File: src/rtl/qspi_device_interface_if.sv
// QSPI device-side bundle: host pins plus the parent byte handshake.
// The byte_count signal exists only when QSPI_DEVICE_BYTE_COUNT_EN is defined.
interface qspi_device_interface_if;
   logic        qspi_sck;
   logic        qspi_cs_n;
   logic [3:0]  qspi_dq_in;
   logic [3:0]  qspi_dq_out;
   logic [3:0]  qspi_dq_tris;
   logic        quad_en;
   logic        quad_tx;
   logic        frame_start;
   logic        frame_end;
   logic        rx_valid;
   logic [7:0]  rx_data;
   logic        tx_req;
   logic [7:0]  tx_data;
`ifdef QSPI_DEVICE_BYTE_COUNT_EN
   logic [15:0] byte_count;

   modport slave (
      input  qspi_sck, qspi_cs_n, qspi_dq_in, quad_en, quad_tx, tx_data,
      output qspi_dq_out, qspi_dq_tris, frame_start, frame_end,
             rx_valid, rx_data, tx_req, byte_count
   );

   modport master (
      output qspi_sck, qspi_cs_n, qspi_dq_in, quad_en, quad_tx, tx_data,
      input  qspi_dq_out, qspi_dq_tris, frame_start, frame_end,
             rx_valid, rx_data, tx_req, byte_count
   );
`else
   modport slave (
      input  qspi_sck, qspi_cs_n, qspi_dq_in, quad_en, quad_tx, tx_data,
      output qspi_dq_out, qspi_dq_tris, frame_start, frame_end,
             rx_valid, rx_data, tx_req
   );

   modport master (
      output qspi_sck, qspi_cs_n, qspi_dq_in, quad_en, quad_tx, tx_data,
      input  qspi_dq_out, qspi_dq_tris, frame_start, frame_end,
             rx_valid, rx_data, tx_req
   );
`endif
endinterface

File: src/rtl/qspi_device_interface.sv
// QSPI device-mode (target) transceiver, SPI mode 0, single or quad lanes.
// External SCK/CS_N/DQ are oversampled in clk; clk must run at >= 8x SCK.
// Optional: define QSPI_DEVICE_BYTE_COUNT_EN to add a saturating per-frame
// byte counter (byte_count).
//
// state  | meaning
// IDLE   | CS_N high (or not yet seen falling since reset); pins high-Z
// ACTIVE | frame in progress; shifting bytes on detected SCK edges
module qspi_device_interface #(
   parameter int SYNC_STAGES = 2
) (
   input logic                    clk,
   input logic                    rst_n,
   qspi_device_interface_if.slave bus
);

   typedef enum logic {IDLE, ACTIVE} state_t;
   typedef enum logic [1:0] {LANE_SINGLE, LANE_QTX, LANE_QRX} lane_t;

   logic [SYNC_STAGES-1:0] sck_sync;
   logic [SYNC_STAGES-1:0] cs_sync;
   logic [3:0]             dq_sync [SYNC_STAGES];
   logic                   sck_prev;
   logic                   cs_prev;

   logic       sck_s, cs_s;
   logic [3:0] dq_s;
   logic       sck_rise, sck_fall, cs_rise, cs_fall;

   state_t     state;
   lane_t      lane;
   lane_t      next_lane;
   logic [2:0] bit_cnt;
   logic [2:0] cnt_step;
   logic [2:0] cnt_next;
   logic [7:0] shift_tx;
   logic [7:0] shift_rx;
   logic [7:0] rx_next;
   logic       load_first;
   logic       load_at_fall;
   logic [3:0] dq_out;
   logic [3:0] dq_tris;
   logic [3:0] load_out;
   logic [3:0] load_tris;
   logic [7:0] load_shift;
   logic       frame_start, frame_end, rx_valid, tx_req;
   logic [7:0] rx_data;
`ifdef QSPI_DEVICE_BYTE_COUNT_EN
   logic [15:0] byte_cnt;
`endif

   // Synchronise pins, then keep one delayed copy for edge detection.
   // CS_N flops reset low so a CS_N already low at release never looks like a fall.
   always_ff @(posedge clk or negedge rst_n) begin
      if (!rst_n) begin
         sck_sync <= '0;
         cs_sync  <= '0;
         sck_prev <= 1'b0;
         cs_prev  <= 1'b0;
         for (int i = 0; i < SYNC_STAGES; i++) dq_sync[i] <= 4'h0;
      end else begin
         sck_sync   <= {sck_sync[SYNC_STAGES-2:0], bus.qspi_sck};
         cs_sync    <= {cs_sync[SYNC_STAGES-2:0], bus.qspi_cs_n};
         dq_sync[0] <= bus.qspi_dq_in;
         for (int i = 1; i < SYNC_STAGES; i++) dq_sync[i] <= dq_sync[i-1];
         sck_prev   <= sck_sync[SYNC_STAGES-1];
         cs_prev    <= cs_sync[SYNC_STAGES-1];
      end
   end

   assign sck_s    = sck_sync[SYNC_STAGES-1];
   assign cs_s     = cs_sync[SYNC_STAGES-1];
   assign dq_s     = dq_sync[SYNC_STAGES-1];
   assign sck_rise = sck_s & ~sck_prev;
   assign sck_fall = ~sck_s & sck_prev;
   assign cs_rise  = cs_s & ~cs_prev;
   assign cs_fall  = ~cs_s & cs_prev;

   // Lane mode requested by the parent, per-edge counter step and assembled rx byte.
   always_comb begin
      next_lane = LANE_SINGLE;
      if (bus.quad_en) next_lane = bus.quad_tx ? LANE_QTX : LANE_QRX;
      cnt_step = (lane == LANE_SINGLE) ? 3'd1 : 3'd4;
      cnt_next = bit_cnt + cnt_step;
      rx_next  = (lane == LANE_SINGLE) ? {shift_rx[6:0], dq_s[0]}
                                       : {shift_rx[3:0], dq_s};
   end

   // Pin values and remaining shift bits when a fresh tx byte is loaded.
   always_comb begin
      load_out   = 4'b0000;
      load_tris  = 4'b1111;
      load_shift = bus.tx_data;
      case (lane)
         LANE_SINGLE: begin
            load_out   = {2'b00, bus.tx_data[7], 1'b0};
            load_tris  = 4'b1101;
            load_shift = {bus.tx_data[6:0], 1'b0};
         end
         LANE_QTX: begin
            load_out   = bus.tx_data[7:4];
            load_tris  = 4'b0000;
            load_shift = {bus.tx_data[3:0], 4'h0};
         end
         default: ;
      endcase
   end

   // Frame FSM: CS_N framing, bit/nibble shifting, byte boundaries, pin drive.
   always_ff @(posedge clk or negedge rst_n) begin
      if (!rst_n) begin
         state        <= IDLE;
         lane         <= LANE_SINGLE;
         bit_cnt      <= 3'd0;
         shift_tx     <= 8'h00;
         shift_rx     <= 8'h00;
         load_first   <= 1'b0;
         load_at_fall <= 1'b0;
         dq_out       <= 4'b0000;
         dq_tris      <= 4'b1111;
         frame_start  <= 1'b0;
         frame_end    <= 1'b0;
         rx_valid     <= 1'b0;
         rx_data      <= 8'h00;
         tx_req       <= 1'b0;
`ifdef QSPI_DEVICE_BYTE_COUNT_EN
         byte_cnt     <= 16'h0000;
`endif
      end else begin
         frame_start <= 1'b0;
         frame_end   <= 1'b0;
         rx_valid    <= 1'b0;
         tx_req      <= 1'b0;
         case (state)
            IDLE: begin
               if (cs_fall) begin
                  state       <= ACTIVE;
                  frame_start <= 1'b1;
                  tx_req      <= 1'b1;
                  lane        <= next_lane;
                  bit_cnt     <= 3'd0;
                  load_first  <= 1'b1;
`ifdef QSPI_DEVICE_BYTE_COUNT_EN
                  byte_cnt    <= 16'h0000;
`endif
               end
            end
            ACTIVE: begin
               if (cs_rise) begin
                  state        <= IDLE;
                  frame_end    <= 1'b1;
                  dq_out       <= 4'b0000;
                  dq_tris      <= 4'b1111;
                  bit_cnt      <= 3'd0;
                  load_first   <= 1'b0;
                  load_at_fall <= 1'b0;
               end else if (load_first) begin
                  // tx_data is valid in the tx_req cycle, which is this one
                  load_first <= 1'b0;
                  dq_out     <= load_out;
                  dq_tris    <= load_tris;
                  shift_tx   <= load_shift;
               end else if (sck_rise) begin
                  bit_cnt  <= cnt_next;
                  shift_rx <= (lane == LANE_QTX) ? shift_rx : rx_next;
                  if (cnt_next == 3'd0) begin
                     rx_valid     <= (lane != LANE_QTX);
                     rx_data      <= (lane == LANE_QTX) ? rx_data : rx_next;
                     tx_req       <= 1'b1;
                     lane         <= next_lane;
                     load_at_fall <= 1'b1;
`ifdef QSPI_DEVICE_BYTE_COUNT_EN
                     if (byte_cnt != 16'hFFFF) byte_cnt <= byte_cnt + 16'd1;
`endif
                  end
               end else if (sck_fall) begin
                  if (load_at_fall) begin
                     load_at_fall <= 1'b0;
                     dq_out       <= load_out;
                     dq_tris      <= load_tris;
                     shift_tx     <= load_shift;
                  end else if (lane == LANE_SINGLE) begin
                     dq_out   <= {2'b00, shift_tx[7], 1'b0};
                     shift_tx <= {shift_tx[6:0], 1'b0};
                  end else if (lane == LANE_QTX) begin
                     dq_out   <= shift_tx[7:4];
                     shift_tx <= {shift_tx[3:0], 4'h0};
                  end
               end
            end
         endcase
      end
   end

   assign bus.qspi_dq_out  = dq_out;
   assign bus.qspi_dq_tris = dq_tris;
   assign bus.frame_start  = frame_start;
   assign bus.frame_end    = frame_end;
   assign bus.rx_valid     = rx_valid;
   assign bus.rx_data      = rx_data;
   assign bus.tx_req       = tx_req;
`ifdef QSPI_DEVICE_BYTE_COUNT_EN
   assign bus.byte_count   = byte_cnt;
`endif

endmodule

File: src/flat_wrapper.sv
// flat-port wrapper written by rule: the top's interface ports become plain ports
module qspi_device_interface_flat 
#(
   parameter int SYNC_STAGES = 2
)
  (clk, rst_n, bus_qspi_sck, bus_qspi_cs_n, bus_qspi_dq_in, bus_quad_en, bus_quad_tx, bus_tx_data, bus_qspi_dq_out, bus_qspi_dq_tris, bus_frame_start, bus_frame_end, bus_rx_valid, bus_rx_data, bus_tx_req);
  qspi_device_interface_if bus_i ();
  input logic clk;
  input logic rst_n;
  input wire logic [$bits(bus_i.qspi_sck)-1:0] bus_qspi_sck;
  input wire logic [$bits(bus_i.qspi_cs_n)-1:0] bus_qspi_cs_n;
  input wire logic [$bits(bus_i.qspi_dq_in)-1:0] bus_qspi_dq_in;
  input wire logic [$bits(bus_i.quad_en)-1:0] bus_quad_en;
  input wire logic [$bits(bus_i.quad_tx)-1:0] bus_quad_tx;
  input wire logic [$bits(bus_i.tx_data)-1:0] bus_tx_data;
  output wire logic [$bits(bus_i.qspi_dq_out)-1:0] bus_qspi_dq_out;
  output wire logic [$bits(bus_i.qspi_dq_tris)-1:0] bus_qspi_dq_tris;
  output wire logic [$bits(bus_i.frame_start)-1:0] bus_frame_start;
  output wire logic [$bits(bus_i.frame_end)-1:0] bus_frame_end;
  output wire logic [$bits(bus_i.rx_valid)-1:0] bus_rx_valid;
  output wire logic [$bits(bus_i.rx_data)-1:0] bus_rx_data;
  output wire logic [$bits(bus_i.tx_req)-1:0] bus_tx_req;
  assign bus_i.qspi_sck = bus_qspi_sck;
  assign bus_i.qspi_cs_n = bus_qspi_cs_n;
  assign bus_i.qspi_dq_in = bus_qspi_dq_in;
  assign bus_i.quad_en = bus_quad_en;
  assign bus_i.quad_tx = bus_quad_tx;
  assign bus_i.tx_data = bus_tx_data;
  assign bus_qspi_dq_out = bus_i.qspi_dq_out;
  assign bus_qspi_dq_tris = bus_i.qspi_dq_tris;
  assign bus_frame_start = bus_i.frame_start;
  assign bus_frame_end = bus_i.frame_end;
  assign bus_rx_valid = bus_i.rx_valid;
  assign bus_rx_data = bus_i.rx_data;
  assign bus_tx_req = bus_i.tx_req;
  qspi_device_interface #(.SYNC_STAGES(SYNC_STAGES)) u_core (.clk(clk), .rst_n(rst_n), .bus(bus_i));
endmodule
File: config.mk
export PLATFORM = sky130hd
export DESIGN_NAME = qspi_device_interface_flat
export DESIGN_NICKNAME = d
export VERILOG_FILES = /design/src/rtl/qspi_device_interface_if.sv /design/src/rtl/qspi_device_interface.sv /design/src/flat_wrapper.sv
export SDC_FILE = /design/constraint.sdc
export NUM_CORES = 1
export LEC_CHECK = 0
export ABC_AREA = 1
export BUFFER_PORTS_ARGS = -buffer_cell sky130_fd_sc_hd__buf_2
export CORE_UTILIZATION = 50
export CTS_CLUSTER_DIAMETER = 40
export DETAILED_ROUTE_END_ITERATION = 10
export PLACE_DENSITY = 0.71
export REMOVE_ABC_BUFFERS = 1
export SLEW_MARGIN = 20
export SYNTH_ARGS = -nofsm -noshare
export SYNTH_HDL_FRONTEND = slang
export SYNTH_SLANG_ARGS = --single-unit
File: constraint.sdc
create_clock -name clk -period 2.7 [get_ports clk]
set_clock_uncertainty 0.05 [all_clocks]
set_input_delay 0.54 -clock clk [delete_from_list [all_inputs] [get_ports clk]]
set_output_delay 0.54 -clock clk [all_outputs]
set_load 0.005 [all_outputs]
==> flow_metrics.tcl, run 1 <==
set metrics [dict create \
    relSlewSlack_pct 60.83 \
    hold_ws_ns 0.1597 \
    setup_viol 0 \
    power.density_nw_per_um2 849.6 \
    layout.nets 360 \
    synth_compound_area_share_pct 8.169 \
    path_clk_slew_ns 0.11 \
    core_sq_um 4880 \
    drt_pass1_iterations 4 \
    ys.flop_type "dfrtp_1" \
    fp-row-count 25 \
    drc 0 \
    dieHeight_microns 74.16 \
    ys_ff_latch 55 \
    num_io_pins 38 \
    hold_buffers 0 \
    cp.required_ns 2.92 \
    place_ws_ns 0.8866 \
    async_reset_ff_share_pct 100.0 \
    final_cell_mix "104 x nand2_1, 53 x dfrtp_1, 37 x buf_2" \
    synthDistinctLibCells 27 \
    synthCells 301 \
    layout_commonest_cell "nand2_1" \
    fin_ws_ns 0.8819 \
    cts_setup_buffers 0 \
    hold_path.class "in2async" \
    num_vias 2052 \
    tns_ns 0 \
    dp_cells 400 \
    cts_resized 0 \
    post_drt_via_cell_ratio 5.029 \
    vdd_ir_drop_max_mv 0.4497 \
    slew_viol_final 0 \
    synthSimpleGateAreaFrac_pct 31.19 \
    status "finished clean" \
    fp.dieW_microns 74.16 \
    clock_latency_ns 0.32 \
    ctsHtreeMaxLevel 2 \
    tightest_slew_ns 0.5875 \
    cts_inserted_buffers 5 \
    syn2layout_area_growth_pct 12.97 \
    drive_gt1_share_pct 21.99 \
    fin_crit_sh_pct 67.34 \
    cp_max_fo 9 \
    synthAdderAreaFrac_pct 0.9611 \
    fin_area_sq_um 2942 \
    antenna_cells 0 \
    fmax_mhz 550.0 \
    syn_avg_cell_area_sq_um 8.650 \
    synth_edf_count 0 \
    wire_per_inst_microns 11.89 \
    drv_cap 0 \
    critPathKind "reg2reg" \
    placed_cell_area_sq_um 2839 \
    synth_area_sq_um 2604 \
    rsz0062_at_grt "no" \
    grt.total_usage_pct 20.23 \
    wl_mm 4.853 \
    antenna_found_initial 0 \
    dp_hpwl_mm 3.539 \
    port_buffers 37 \
    cts_tree "yes" \
    grt_overflow 0 \
    yosys_warnings 0 \
    ant_nets 0 \
    cts-root-buf "clkbuf_8" \
    place_congestion 0.8323 \
    grt_pass1_wl_mm 8.273 \
    synth_mux_area_share_pct 0 \
    yosysSeqAreaShare_pct 52.96 \
    fillers 442 \
    grt_pass1_vias 1910 \
    first_iter_violations 79 \
    synth_top_family_by_area "simple AND/OR/NAND/NOR gates" \
    cts.sinks 55 \
    hold_violations 0 \
    cts.path.max_buffers 2 \
    dieArea_sq_um 5500 \
    synth-xor-area-share_pct 0 \
    grt_max_degree 28 \
    end_kind "flop" \
    p_leak_nw 1.544 \
    final_cells 408 \
    start_kind "flop" \
    min_period_ns 1.818 \
    start_util_pct 53.36 \
    arrival_ns 2.03 \
]
[layer usage]
layer | global-route usage, % | up-vias | share of wire, %
met5 | 0 | - | 0
met4 | 7.692 | 0 | 1.7
li1 | - | 1038 | -
met3 | 4.336 | 9 | 5.0
met2 | 33.84 | 52 | 47
met1 | 25.87 | 953 | 46
[where the power goes]
group / internal [W] / total, W / switching (W)
combinational: 0.000315 / 0.000837 / 0.000522
clock: 0.000196 / 0.000496 / 0.000300
sequential: 0.00104 / 0.00117 / 0.000125
[stage by stage]
step,total power (W),util (%)
floorplan,0.001740,-
global placement,0.002007,58.18
global route,0.002710,60.28
CTS,0.002519,60.28
finish,0.002499,60.28
detailed placement,0.002023,58.18
[cells by family (layout without fill, tap and decap cells)]
| kind of cell | count (synthesis) | after routing |
|---|---|---|
| AOI/OAI and AO/OA | 38 | 38 |
| DFF | 55 | 55 |
| adders and majority gates | 2 | 2 |
| buffers and inverters | 38 | 78 |
| and+or+nand+nor | 168 | 168 |
[area by class of cell]
cell class | instances | area, sq um | share of cell area [%]
Multi-Input combinational cell | 208 | 1050 | 35.69
Tap cell | 67 | 83.83 | 2.850
Clock buffer | 5 | 68.82 | 2.339
Sequential cell | 55 | 1379 | 46.87
Inverter | 29 | 111.4 | 3.786
Clock inverter | 3 | 33.78 | 1.148
Timing Repair Buffer | 41 | 215.2 | 7.316
[flip-flops by register name, indices dropped and copies added, names as in the netlist, 3 cells and up]
name	flops
u_core.bus.qspi_dq_out	4
u_core.shift_rx	7
u_core.bus.rx_data	8
u_core.dq_sync	4
u_core.dq_s	4
u_core.bit_cnt	3
u_core.shift_tx	8
[synthesized netlist by cell type (2+ instances only)]
cell      count  area share (%)
nor2_1       16             2.3
ha_1          2            0.96
a21oi_1      12             2.3
o21ai_1       3            0.58
buf_2         3            0.58
clkbuf_1      2            0.29
nor2_4        4             1.7
inv_1        24             3.5
nand3_1      31             6.0
nand2_4       6             2.6
dfrtp_1      53              51
o21ai_2       4             1.3
o21ai_0      16             3.1
dfstp_2       2             2.0
buf_4         2            0.58
nand3_4       2             1.3
o211ai_1      3            0.86
nand2_1     104              15
inv_2         4            0.58
[final timing paths]
path,slack (ns),start,end,depth (start not counted)
setup / recovery,0.88,u_core.lane[0]$_DFFE_PN0P_,u_core.bus.rx_data[5]$_DFFE_PN0P_,8
hold / removal,0.16,rst_n,u_core.sck_sync[1]$_DFF_PN0_,1
setup reg to reg,0.88,u_core.lane[0]$_DFFE_PN0P_,u_core.bus.rx_data[5]$_DFFE_PN0P_,8
hold reg to reg,0.31,u_core.dq_sync[7]$_DFF_PN0_,u_core.dq_s[3]$_DFF_PN0_,0
max in group asynchronous,1.82,rst_n,u_core.load_at_fall$_DFFE_PN0P_,2
min in group clk,0.26,bus_qspi_dq_in[1],u_core.dq_sync[5]$_DFF_PN0_,1
[critical path: stages (launching register included)]
cell and delay, ns:
dfrtp_1 0.44, nor2_4 0.05, ha_1 0.17, ha_1 0.29
nor2_1 0.36, nand2_4 0.12, nor2_8 0.15, nand2_1 0.07
nand2_1 0.07
No activity file was read; power rests on OpenSTA's default activity.
==> run 2, diff against run 1 <==
--- a/config.mk
+++ b/config.mk
@@ -10,7 +10,7 @@
 export CORE_UTILIZATION = 50
 export CTS_CLUSTER_DIAMETER = 40
 export DETAILED_ROUTE_END_ITERATION = 10
-export PLACE_DENSITY = 0.71
+export PLACE_DENSITY = 0.74
 export REMOVE_ABC_BUFFERS = 1
 export SLEW_MARGIN = 20
 export SYNTH_ARGS = -nofsm -noshare
==> constraint.sdc (replaced) <==
create_clock -name clk -period 1.65 [get_ports clk]
set_clock_uncertainty 0.05 [all_clocks]
set_input_delay 0.33 -clock clk [delete_from_list [all_inputs] [get_ports clk]]
set_output_delay 0.33 -clock clk [all_outputs]
set_load 0.005 [all_outputs]
==> flow_metrics.tcl, run 2 (synthesized netlist as in run 1, its figures left out) <==
set metrics [dict create \
    status "finished, violations left" \
    violations "negative setup slack" \
    drt_pass1_iterations 4 \
    post_drt_via_cell_ratio 5.071 \
    p_clk_share_pct 21.1 \
    crit_buf_inv 1 \
    arrival_ns 1.87 \
    drive_gt1_share_pct 27.20 \
    slowest_stage "dfrtp_1" \
    max_stage_delay_ns 0.42 \
    power_frac_comb_pct 35.0 \
    timing.rr.start "u_core.lane[1]$_DFFE_PN0P_" \
    setup_viol 4 \
    drc 0 \
    hold_violations 0 \
    p_sw_w 0.001584 \
    start_kind "flop" \
    dieHeight_microns 74.16 \
    reg2reg_to "u_core.bus.rx_data[2]$_DFFE_PN0P_" \
    ant_nets 0 \
    grt_pass1_wl_mm 8.970 \
    place_ws_ns -0.05618 \
    fin_crit_sh_pct 100.5 \
    layout_commonest_cell "nand2_1" \
    internal_power_w 0.002777 \
    r2r_slack_ns -0.009 \
    cts-root-buf "clkbuf_8" \
    num_vias 2130 \
    start_util_pct 53.36 \
    final_cell_mix "98 x nand2_1, 53 x dfrtp_1, 37 x buf_2" \
    ctsHtreeMaxLevel 2 \
    syn2layout_area_growth_pct 19.65 \
    cp_max_fo 4 \
    fin_ws_ns -0.008990 \
    cp.required_ns 1.86 \
    final_cells 420 \
    first_iter_violations 116 \
    grt_pass1_vias 2016 \
    clock_latency_ns 0.31 \
    end_kind "flop" \
    dp_hpwl_mm 3.660 \
    tightest_slew_ns 0.3818 \
    path_cells "nor2_4 > ha_4 > ha_4 > inv_4 > nand2_2 > nand3_2 > nand2_4 > nand2_8 > nor2_4 > nand2_1 > nand2_1" \
    antenna_found_initial 0 \
    port_buffers 37 \
    reg_top3 "u_core.bus.rx_data: 8 flops, u_core.shift_tx: 8 flops, u_core.shift_rx: 7 flops" \
    cts.sinks 55 \
    place_congestion 0.8888 \
    relSlewSlack_pct 74.55 \
    cts.path.max_buffers 2 \
    whs_endpoint "u_core.dq_sync[4]$_DFF_PN0_" \
    path_clk_slew_ns 0.11 \
    vdd_ir_drop_max_mv 0.8631 \
    wire_per_inst_microns 12.38 \
    min_period_ns 1.659 \
    core_sq_um 4880 \
    grt_max_degree 30 \
    dp_cells 408 \
    min_from "bus_qspi_dq_in[0]" \
    slew_viol_final 0 \
    hold_ws_ns 0.06021 \
    fp.dieW_microns 74.16 \
    cpLargestDelayFamily "simple AND/OR/NAND/NOR gates" \
    wl_mm 5.198 \
    dieArea_sq_um 5500 \
    p_leak_nw 1.609 \
    fmax_mhz 602.8 \
    layout.nets 372 \
    fp-row-count 25 \
    grt_overflow 0 \
    ff2ff_path_depth 11 \
    power.density_nw_per_um2 1400 \
    grt.total_usage_pct 21.56 \
    hold_path.class "in2reg" \
    antenna_cells 0 \
    num_io_pins 38 \
    swShare_pct 36.32 \
    drv_cap 0 \
    seq_power_share_pct 43.8 \
    hold_path_depth 1 \
    critPathKind "reg2reg" \
    cts_inserted_buffers 5 \
    rsz0062_at_grt "yes" \
    cts_tree "yes" \
]
==> run 2: per-layer routing <==
| layer | track usage (%) | vias up | wire [microns] |
|---|---|---|---|
| li1 | - | 1065 | - |
| met1 | 28.88 | 1001 | 2385 |
| met2 | 34.65 | 57 | 2491 |
| met3 | 5.149 | 7 | 265 |
| met4 | 7.051 | 0 | 55 |
| met5 | 0 | - | 0 |
==> run 2: layout make-up <==
type / count / area [sq um]
timing repair buffer: 52 / 300.3
clock buffer: 5 / 68.82
clock inverter: 3 / 50.05
multi-input combinational: 209 / 1120
tap: 67 / 83.83
sequential: 55 / 1379
fill: 434 / 1764
inverter: 29 / 113.9
==> run 2: power groups by stage <==
stage	combinational, W	clock [W]	sequential, W
2_1_floorplan	0.000919	0	0.00193
3_3_place_gp	0.00141	0	0.00192
3_5_place_dp	0.00144	0	0.00193
4_1_cts	0.00151	0.000943	0.00191
5_1_grt	0.00173	0.000991	0.00195
6_report	0.00153	0.000922	0.00191
==> run 2: stage by stage <==
step / cell area [sq um] / utilization (%) / TNS [ns] / total power (W)
6_report: 3115 / 63.85 / -0.02722 / 0.004361
2_1_floorplan: 2540 / - / -6.458 / 0.002847
3_5_place_dp: 2899 / 59.41 / -0.3309 / 0.003368
3_3_place_gp: 2899 / 59.41 / 0 / 0.003330
4_1_cts: 3088 / 63.28 / 0 / 0.004358
5_1_grt: 3115 / 63.85 / -0.9531 / 0.004671
==> run 2: timing repair <==
item | in CTS | in global routing
resized for setup | 7 | 8
buffers inserted | 1 | 2
gates cloned | 1 | 0
endpoints found under the hold margin | 53 | 0
setup endpoints to repair | 11 | 12
hold buffers | 1 | 0
pin swaps | 7 | 12
==> run 2: worst max-delay path by stage <==
stage | to | slack (ns) | startpoint | cells after the start
6_report | u_core.bus.rx_data[2]$_DFFE_PN0P_ | -0.009 | u_core.lane[1]$_DFFE_PN0P_ | 11
5_1_grt | u_core.bus.rx_data[4]$_DFFE_PN0P_ | -0.10 | u_core.lane[1]$_DFFE_PN0P_ | 11
4_1_cts | u_core.bus.rx_data[5]$_DFFE_PN0P_ | 0.007 | u_core.lane[0]$_DFFE_PN0P_ | 9
3_5_place_dp | u_core.bus.rx_data[5]$_DFFE_PN0P_ | -0.06 | u_core.lane[1]$_DFFE_PN0P_ | 11
3_3_place_gp | u_core.bus.rx_data[6]$_DFFE_PN0P_ | 0.004 | u_core.lane[1]$_DFFE_PN0P_ | 11
2_1_floorplan | u_core.bus.rx_data[4]$_DFFE_PN0P_ | -0.51 | u_core.lane[1]$_DFFE_PN0P_ | 8
